`src/rtl/seg7_pkg.sv`:
```
// Shared constants and types for the seven-segment display driver.
// Segment patterns are active-low {g,f,e,d,c,b,a}.
package seg7_pkg;

  localparam logic [6:0] SEG_0 = 7'b1000000;
  localparam logic [6:0] SEG_1 = 7'b1111001;
  localparam logic [6:0] SEG_2 = 7'b0100100;
  localparam logic [6:0] SEG_3 = 7'b0110000;
  localparam logic [6:0] SEG_4 = 7'b0011001;
  localparam logic [6:0] SEG_5 = 7'b0010010;
  localparam logic [6:0] SEG_6 = 7'b0000010;
  localparam logic [6:0] SEG_7 = 7'b1111000;
  localparam logic [6:0] SEG_8 = 7'b0000000;
  localparam logic [6:0] SEG_9 = 7'b0010000;
  localparam logic [6:0] SEG_A = 7'b0001000;
  localparam logic [6:0] SEG_B = 7'b0000011;
  localparam logic [6:0] SEG_C = 7'b1000110;
  localparam logic [6:0] SEG_D = 7'b0100001;
  localparam logic [6:0] SEG_E = 7'b0000110;
  localparam logic [6:0] SEG_F = 7'b0001110;

  localparam logic [6:0] SEG_BLANK = 7'h7F;
  localparam logic [3:0] AN_OFF    = 4'hF;

  // Digit index doubles as the anode bit position (D is rightmost, an[0]).
  typedef enum logic [1:0] {
    DIG_D = 2'd0,
    DIG_C = 2'd1,
    DIG_B = 2'd2,
    DIG_A = 2'd3
  } digit_idx_t;

endpackage

```
`src/rtl/hex_to_seg7.sv`:
```
// Combinational hex nibble to active-low seven-segment decoder.
module hex_to_seg7
  import seg7_pkg::*;
(
  input  logic [3:0] nibble,
  output logic [6:0] seg
);

  always_comb begin
    seg = SEG_BLANK;
    case (nibble)
      4'h0: seg = SEG_0;
      4'h1: seg = SEG_1;
      4'h2: seg = SEG_2;
      4'h3: seg = SEG_3;
      4'h4: seg = SEG_4;
      4'h5: seg = SEG_5;
      4'h6: seg = SEG_6;
      4'h7: seg = SEG_7;
      4'h8: seg = SEG_8;
      4'h9: seg = SEG_9;
      4'hA: seg = SEG_A;
      4'hB: seg = SEG_B;
      4'hC: seg = SEG_C;
      4'hD: seg = SEG_D;
      4'hE: seg = SEG_E;
      4'hF: seg = SEG_F;
      default: seg = SEG_BLANK;
    endcase
  end

endmodule

```
`src/rtl/seven_seg_mux.sv`:
```
// Four-digit multiplexed seven-segment driver with per-slot guard blanking.
// Optional build macro SEG_LEADING_ZERO_BLANK_EN blanks leading zero digits.
module seven_seg_mux
  import seg7_pkg::*;
#(
  parameter int DIGIT_TICKS = 100_000,
  parameter int GUARD_TICKS = 1_000
) (
  input  logic       clk,
  input  logic       reset_n,
  input  logic [3:0] a_in,
  input  logic [3:0] b_in,
  input  logic [3:0] c_in,
  input  logic [3:0] d_in,
  output logic [6:0] seg,
  output logic [3:0] an,
  output logic       dp
);

  localparam int TW = (DIGIT_TICKS > 2) ? $clog2(DIGIT_TICKS) : 1;
  localparam logic [TW-1:0] TICK_LAST = TW'(DIGIT_TICKS - 1);

  logic [TW-1:0]   tick_reg, tick_next;
  digit_idx_t      idx_reg, idx_next;
  logic [3:0][3:0] snap_reg, snap_next;
  logic [3:0][3:0] snap_eff;
  logic [6:0]      seg_reg, seg_next;
  logic [3:0]      an_reg, an_next;
  logic [3:0]      cur_nibble;
  logic [6:0]      cur_seg;
  logic            scan_start;
  logic            in_guard;
  logic            blank_lead;

  assign scan_start = (idx_reg == DIG_D) && (tick_reg == '0);
  assign in_guard   = int'(tick_reg) < GUARD_TICKS;

  // The first slot of a scan decodes the value being captured, so a zero-length
  // guard never shows a stale digit D.
  assign snap_eff   = scan_start ? {a_in, b_in, c_in, d_in} : snap_reg;
  assign snap_next  = snap_eff;
  assign cur_nibble = snap_eff[idx_reg];

  hex_to_seg7 u_dec (
    .nibble (cur_nibble),
    .seg    (cur_seg)
  );

`ifdef SEG_LEADING_ZERO_BLANK_EN
  always_comb begin
    blank_lead = 1'b0;
    case (idx_reg)
      DIG_A:   blank_lead = (snap_eff[3] == 4'h0);
      DIG_B:   blank_lead = (snap_eff[3] == 4'h0) && (snap_eff[2] == 4'h0);
      DIG_C:   blank_lead = (snap_eff[3] == 4'h0) && (snap_eff[2] == 4'h0) &&
                            (snap_eff[1] == 4'h0);
      default: blank_lead = 1'b0;
    endcase
  end
`else
  assign blank_lead = 1'b0;
`endif

  always_comb begin
    tick_next = tick_reg + 1'b1;
    idx_next  = idx_reg;
    if (tick_reg == TICK_LAST) begin
      tick_next = '0;
      idx_next  = digit_idx_t'(idx_reg + 2'd1);
    end

    an_next  = AN_OFF;
    seg_next = SEG_BLANK;
    if (!in_guard) begin
      an_next  = ~(4'b0001 << idx_reg);
      seg_next = blank_lead ? SEG_BLANK : cur_seg;
    end
  end

  always_ff @(posedge clk) begin
    if (!reset_n) begin
      tick_reg <= '0;
      idx_reg  <= DIG_D;
      snap_reg <= '0;
      an_reg   <= AN_OFF;
      seg_reg  <= SEG_BLANK;
    end else begin
      tick_reg <= tick_next;
      idx_reg  <= idx_next;
      snap_reg <= snap_next;
      an_reg   <= an_next;
      seg_reg  <= seg_next;
    end
  end

  assign seg = seg_reg;
  assign an  = an_reg;
  assign dp  = 1'b1;

endmodule

```
`config.mk`:
```
export PLATFORM = sky130hd
export DESIGN_NAME = seven_seg_mux
export DESIGN_NICKNAME = d
export VERILOG_FILES = /design/src/rtl/seg7_pkg.sv /design/src/rtl/hex_to_seg7.sv /design/src/rtl/seven_seg_mux.sv
export SDC_FILE = /design/constraint.sdc
export NUM_CORES = 1
export LEC_CHECK = 0
export BUFFER_PORTS_ARGS = -buffer_cell sky130_fd_sc_hd__buf_2
export CAP_MARGIN = 20
export CORE_UTILIZATION = 40
export CTS_CLUSTER_SIZE = 24
export DETAILED_ROUTE_END_ITERATION = 16
export PLACE_DENSITY = 0.65
export SETUP_SLACK_MARGIN = 0.1
export SYNTH_ARGS = -nofsm -noshare
export SYNTH_HDL_FRONTEND = slang
export SYNTH_SLANG_ARGS = --single-unit
```
`constraint.sdc`:
```
create_clock -name clk -period 3.8 [get_ports clk]
set_input_delay 0.76 -clock clk [delete_from_list [all_inputs] [get_ports clk]]
set_output_delay 0.76 -clock clk [all_outputs]
set_load 0.02 [all_outputs]
```
Word-level counts from Yosys, hierarchy flattened --
Memories as Yosys holds them, arrays and structs flattened. A register that Yosys moved wholly into a read port is not among the register bits. Index checks and enable logic that the tools add are counted.
Word-level totals: input port bits 18, flip-flop bits (word level) 39, bits in latches 0, output and inout bits 12, RAM bits 0, memories 1, memory bits (read-only) 112, word-level logic and storage cells 24
Memories:
- (name not given) | depth 16, bits a word 7, read ports 1, clocked after Yosys merged registers in 1, write ports 0, RTL line hex_to_seg7.sv:11 | case (nibble)
Operators by class: muxes and demuxes 3, bitwise operators 2, divide/modulo/power cells 0, $lt $le $gt $ge 2, equality and inequality tests 1, shifts and indexed selects 1, reduce and logical (&&, ||, !) cells 5, multiply operators 0, $add $sub $neg 2
Operator list (count):
- $add 17x1->17 const B | 1
- $eq 17x17->1 const B | 1
- $logic_not 17->1 | 1
- $lt 17x10->1 const B | 1
- $mux 16 | 1
- $bmux 4 s2 | 1
- $mux 4 | 1
- $not 4->4 | 1
- $reduce_or 2->1 | 2
- $shl 1x2->4 const A | 1
- $lt 2x3->1 const B | 1
- $add 2x1->2 const B | 1
- $logic_not 2->1 | 1
- $logic_and 1x1->1 | 1
- $not 1->1 | 1

Depth between registers and ports, before layout --
depth in word-level cells 5, depth in mapped cells 14, mapped depth without buffers 12

By module --
Synthesis repeated with hierarchy kept, for this count alone.
Second synthesis, totals: cell total of the unflattened synthesis 230, area, all modules 2373.5 um^2
By module, submodules not included:
- seven_seg_mux | cells an instance 198, seq. area each 920.9 um^2, area an instance 2098.3 um^2, instances 1
- hex_to_seg7 | cells an instance 32, seq. area each 0.0 um^2, area an instance 275.3 um^2, instances 1

Worst setup path after synthesis --
OpenSTA, ideal clock, no wires.
kind register to register, start point reg idx_reg[0], end point reg seg_reg[3] (netlist: seg[3]), cell stages (with the launch flop) 13, arrival time 2.569 ns, slack 1.094 ns, setup time 0.137 ns, cells stage by stage dfxtp_1 inv_1 ha_1 nand3_1 nor3_2 buf_6 buf_6 mux2i_1 mux4_2 ha_1 nor2_1 a211oi_1 o21ai_0
Between the ends: word-level cells in the longest chain between the ends 5
Ends and longest elaborated chain:
- start: declaration | RTL line seven_seg_mux.sv:24 | digit_idx_t idx_reg, idx_next;
- start signal: assignment | RTL line seven_seg_mux.sv:89 | idx_reg <= idx_next;
- $logic_not 2->1 | RTL line seven_seg_mux.sv:35 | assign scan_start = (idx_reg == DIG_D) && (tick_reg == '0);
- $logic_and 1x1->1 | RTL line seven_seg_mux.sv:35
- $mux 16 | RTL line seven_seg_mux.sv:40 | assign snap_eff = scan_start ? {a_in, b_in, c_in, d_in} : snap_reg;
- $bmux 4 s2 * | RTL line seven_seg_mux.sv:42 | assign cur_nibble = snap_eff[idx_reg];
- $mux 4 (not written as such) * | RTL line seven_seg_mux.sv:42
- end: declaration | RTL line seven_seg_mux.sv:27 | logic [6:0] seg_reg, seg_next;
Every way passes the cells marked *; elsewhere a longest branch is shown, timed or not. The select of a mux whose other input is x is not followed. A chain may end at the register's enable or synchronous reset.

Final worst setup path --
Ends and elaborated chain as after synthesis.

==> impl_results.md <==
- Max reg flops: 17
- Seq pwr share: roughly half
- IO Count: 30
- Clock Skew: 6.940 ps
- Row cnt: 26
- RD Place Congestion: around 0.76
- Core Region: 5140 um2
- Post-synth ARST share: 0%
- Post-synth EDFFs: 0
- Worst Path Required: 3970 ps
- Final Hold Viols: 0
- Net Sw Frac: 24.11%
- Comb pwr share: between 10% and 20%
- Kind of critical path: reg -> reg
- Yosys cell types: 38
- Fin crit share: between 70 and 80%
- Syn avg cell area: 10.00 um2
- Startpoint class of the critical path: flip-flop
- Crit. End Element: flip-flop
- Worst min path class: reg -> reg
- Most used flip-flop cell after synthesis: dfxtp_1
- Critical Path Start: idx_reg[0]
- Power Density: 419.6 nW/um2
- Full die area: around 5700 um2
- #FFs+latches synth: 46
- DRC viols: 0
- CTS resizes: 0
- Hold depth: 1
- Nets: approximately 270
- Initial antenna violation count: 0
- CTS max path bufs: 2
- Detail Placement HPWL: 2823 um
- # hold bufs at CTS: 0
- WL/cell: roughly 12 um
- Number of CTS-inserted buffers: 5
- Vias: about 1500
- Largest net degree at the start of global routing: 24
- YS warnings: 0
- H-Tree Depth: 2
- Area grow syn2layout: 14.14%
- Die span in x: approximately 75 um
- Routed wire length: between 3000 and 4000 um
- Setup TNS Final: 0 ps
- Share of cells above drive strength 1: 18.93%
- Die height: around 75 um
- Switching power: 248.3 uW
- Post-Syn Instances: 215
- Design Area, Final: about 2500 um2
- Cell leakage power: between 1 and 1.5 nW
- Critical path fanouts, max: 18
- Max-cap violation count: 0
- Vias per inst: around 4.8
- Number of routed nets with antenna violations: 0
- Placed cell areas: ~2300 um2
- Register clock-pin slew on the reported worst setup and hold paths: ~80 ps
- Clk Tree Root Cell: clkbuf_8
- Worst r2r path cells: 11
- Status: completed
- First-pass GRT wire length: about 6700 um
- Pre-antenna DRT Iters: 4
- Internal Pwr Total: about 800 uW
- PortBufs: 28
- Max Freq: roughly 330 MHz
- Overflow after GRT: 0
- Sequential element share of the synthesized area: around 43%
- Clock sink count: 46
- # diodes: 0
- Max IR drop VDD: around 260 uV
- Worst EP arrival: 3190 ps
- Clock Power Share: between 30% and 40%
- Final setup fails: 0
- Pins over their slew limit: 0
- Syn nets: around 250
- DRT iter0 DRCs: 43
- Hold_sp: tick_reg[0]
- Gr usage total: 15.86%
- Final worst path period need: 3023 ps
- RSZ-0062 raised after global routing: false
- Vias in the first global route: approximately 1400
- Setup Fix Bufs, Post-CTS: 0
- Initial Util: about two fifths
- Synthesized area: around 2200 um2
- RR Startpoint: idx_reg[0]
- Worst-skew pair later-pin latency: approximately 300 ps
- CTS tree: built
==> layer usage <==
layer | wire, um | track usage, % | part of all wire [%] | vias to the layer above
met5 | 0 | 0 | 0 | -
met2 | 1738 | 23.91 | 45 | 22
li1 | - | - | - | 781
met4 | 59 | 6.584 | 1.5 | 0
met3 | 130 | 4.630 | 3.3 | 4
met1 | 1970 | 21.30 | 51 | 695
==> path summary, 6_finish.rpt <==
path	endpoint	slack, ps
worst max-delay path	seg[3]	780
worst min-delay path	tick_reg[0]	480
worst max register to register	seg[3]	780
worst min register to register	tick_reg[0]	480
==> cells in the mapped netlist (2+ instances only) <==
cell type | number | share of area, %
dfxtp_1 | 46 | 43
mux2i_1 | 19 | 8.8
nor2b_1 | 18 | 5.2
nor2_1 | 17 | 3.0
nand2_1 | 15 | 2.6
ha_1 | 12 | 7.0
inv_1 | 9 | 1.6
xor2_1 | 9 | 3.7
and3_1 | 7 | 2.0
nand3_1 | 7 | 1.6
mux4_2 | 5 | 5.2
xnor2_1 | 5 | 2.0
and2_1 | 4 | 1.2
clkbuf_1 | 4 | 0.70
o21ai_0 | 4 | 0.93
a21oi_1 | 3 | 0.70
nand4_1 | 3 | 0.87
o221ai_1 | 3 | 1.2
or3_1 | 3 | 0.87
buf_6 | 2 | 1.0
nor3_1 | 2 | 0.47
o21ai_1 | 2 | 0.47
==> area by class of cell <==
type	instances	area, um2
clock buffer	6	82.58
clock inverter	1	30.03
fill	524	2685
inverter	10	37.54
multi-input combinational	151	1149
sequential	46	920.9
tap	70	87.58
timing repair buffer	29	147.6
==> power groups by stage <==
stage                     registers, mW  clock network, mW  logic (mW)
after floorplan                   0.517                  0       0.125
after global placement            0.519                  0       0.151
after detailed placement          0.519                  0       0.153
after CTS                         0.508              0.381       0.154
after global routing              0.510              0.401       0.174
final                             0.508              0.369       0.153
==> critical path, stage by stage, from the launching register on <==
cell,delay [ps]
dfxtp_1,390
inv_1,230
ha_1,220
nand3_1,110
nor3_4,180
buf_4,310
mux2i_1,140
mux4_2,590
ha_1,340
nor2_1,50
a211oi_1,220
o21ai_0,100
==> cell usage in the layout (no fill, tap or decap), drive strengths merged, types with 3 or more instances in the layout <==
| master | synthesis | final |
|---|---|---|
| dfxtp | 46 | 46 |
| nor2 | 17 | 17 |
| or3 | 3 | 3 |
| xnor2 | 5 | 5 |
| buf | 4 | 29 |
| nor2b | 18 | 18 |
| a21oi | 3 | 3 |
| nand3 | 7 | 7 |
| nand2 | 15 | 15 |
| nor3 | 3 | 3 |
| and3 | 7 | 7 |
| and2 | 5 | 5 |
| xor2 | 9 | 9 |
| clkbuf | 4 | 6 |
| mux2i | 19 | 19 |
| ha | 12 | 12 |
| nand4 | 3 | 3 |
| inv | 10 | 10 |
| o221ai | 3 | 3 |
| o21ai | 6 | 6 |
| mux4 | 5 | 5 |
==> cells by family after synthesis <==
family / count (synthesis) / synth area share [%]
adder cells (fa/ha/maj): 12 / 6.981
XOR/XNOR: 14 / 5.701
other: 1 / 0.1744
AND/OR/NAND/NOR: 82 / 20.59
multiplexers: 25 / 14.60
buffers and inverters: 18 / 4.071
flip-flops: 46 / 42.82
AO/OA/AOI/OAI: 17 / 5.062
==> stage by stage <==
stage	util (%)	hold WS (ps)	setup slack [ps]	std cells	total power, mW
6_report	47.76	479.0	777.3	313	1.030
5_1_grt	47.76	507.2	479.2	313	1.085
4_1_cts	47.76	491.3	728.2	313	1.043
3_5_place_dp	45.57	471.9	763.4	306	0.6725
3_3_place_gp	45.57	451.8	880.9	306	0.6696
2_1_floorplan	-	430.0	1094	215	0.6419
No activity file was read; power rests on OpenSTA's default activity.
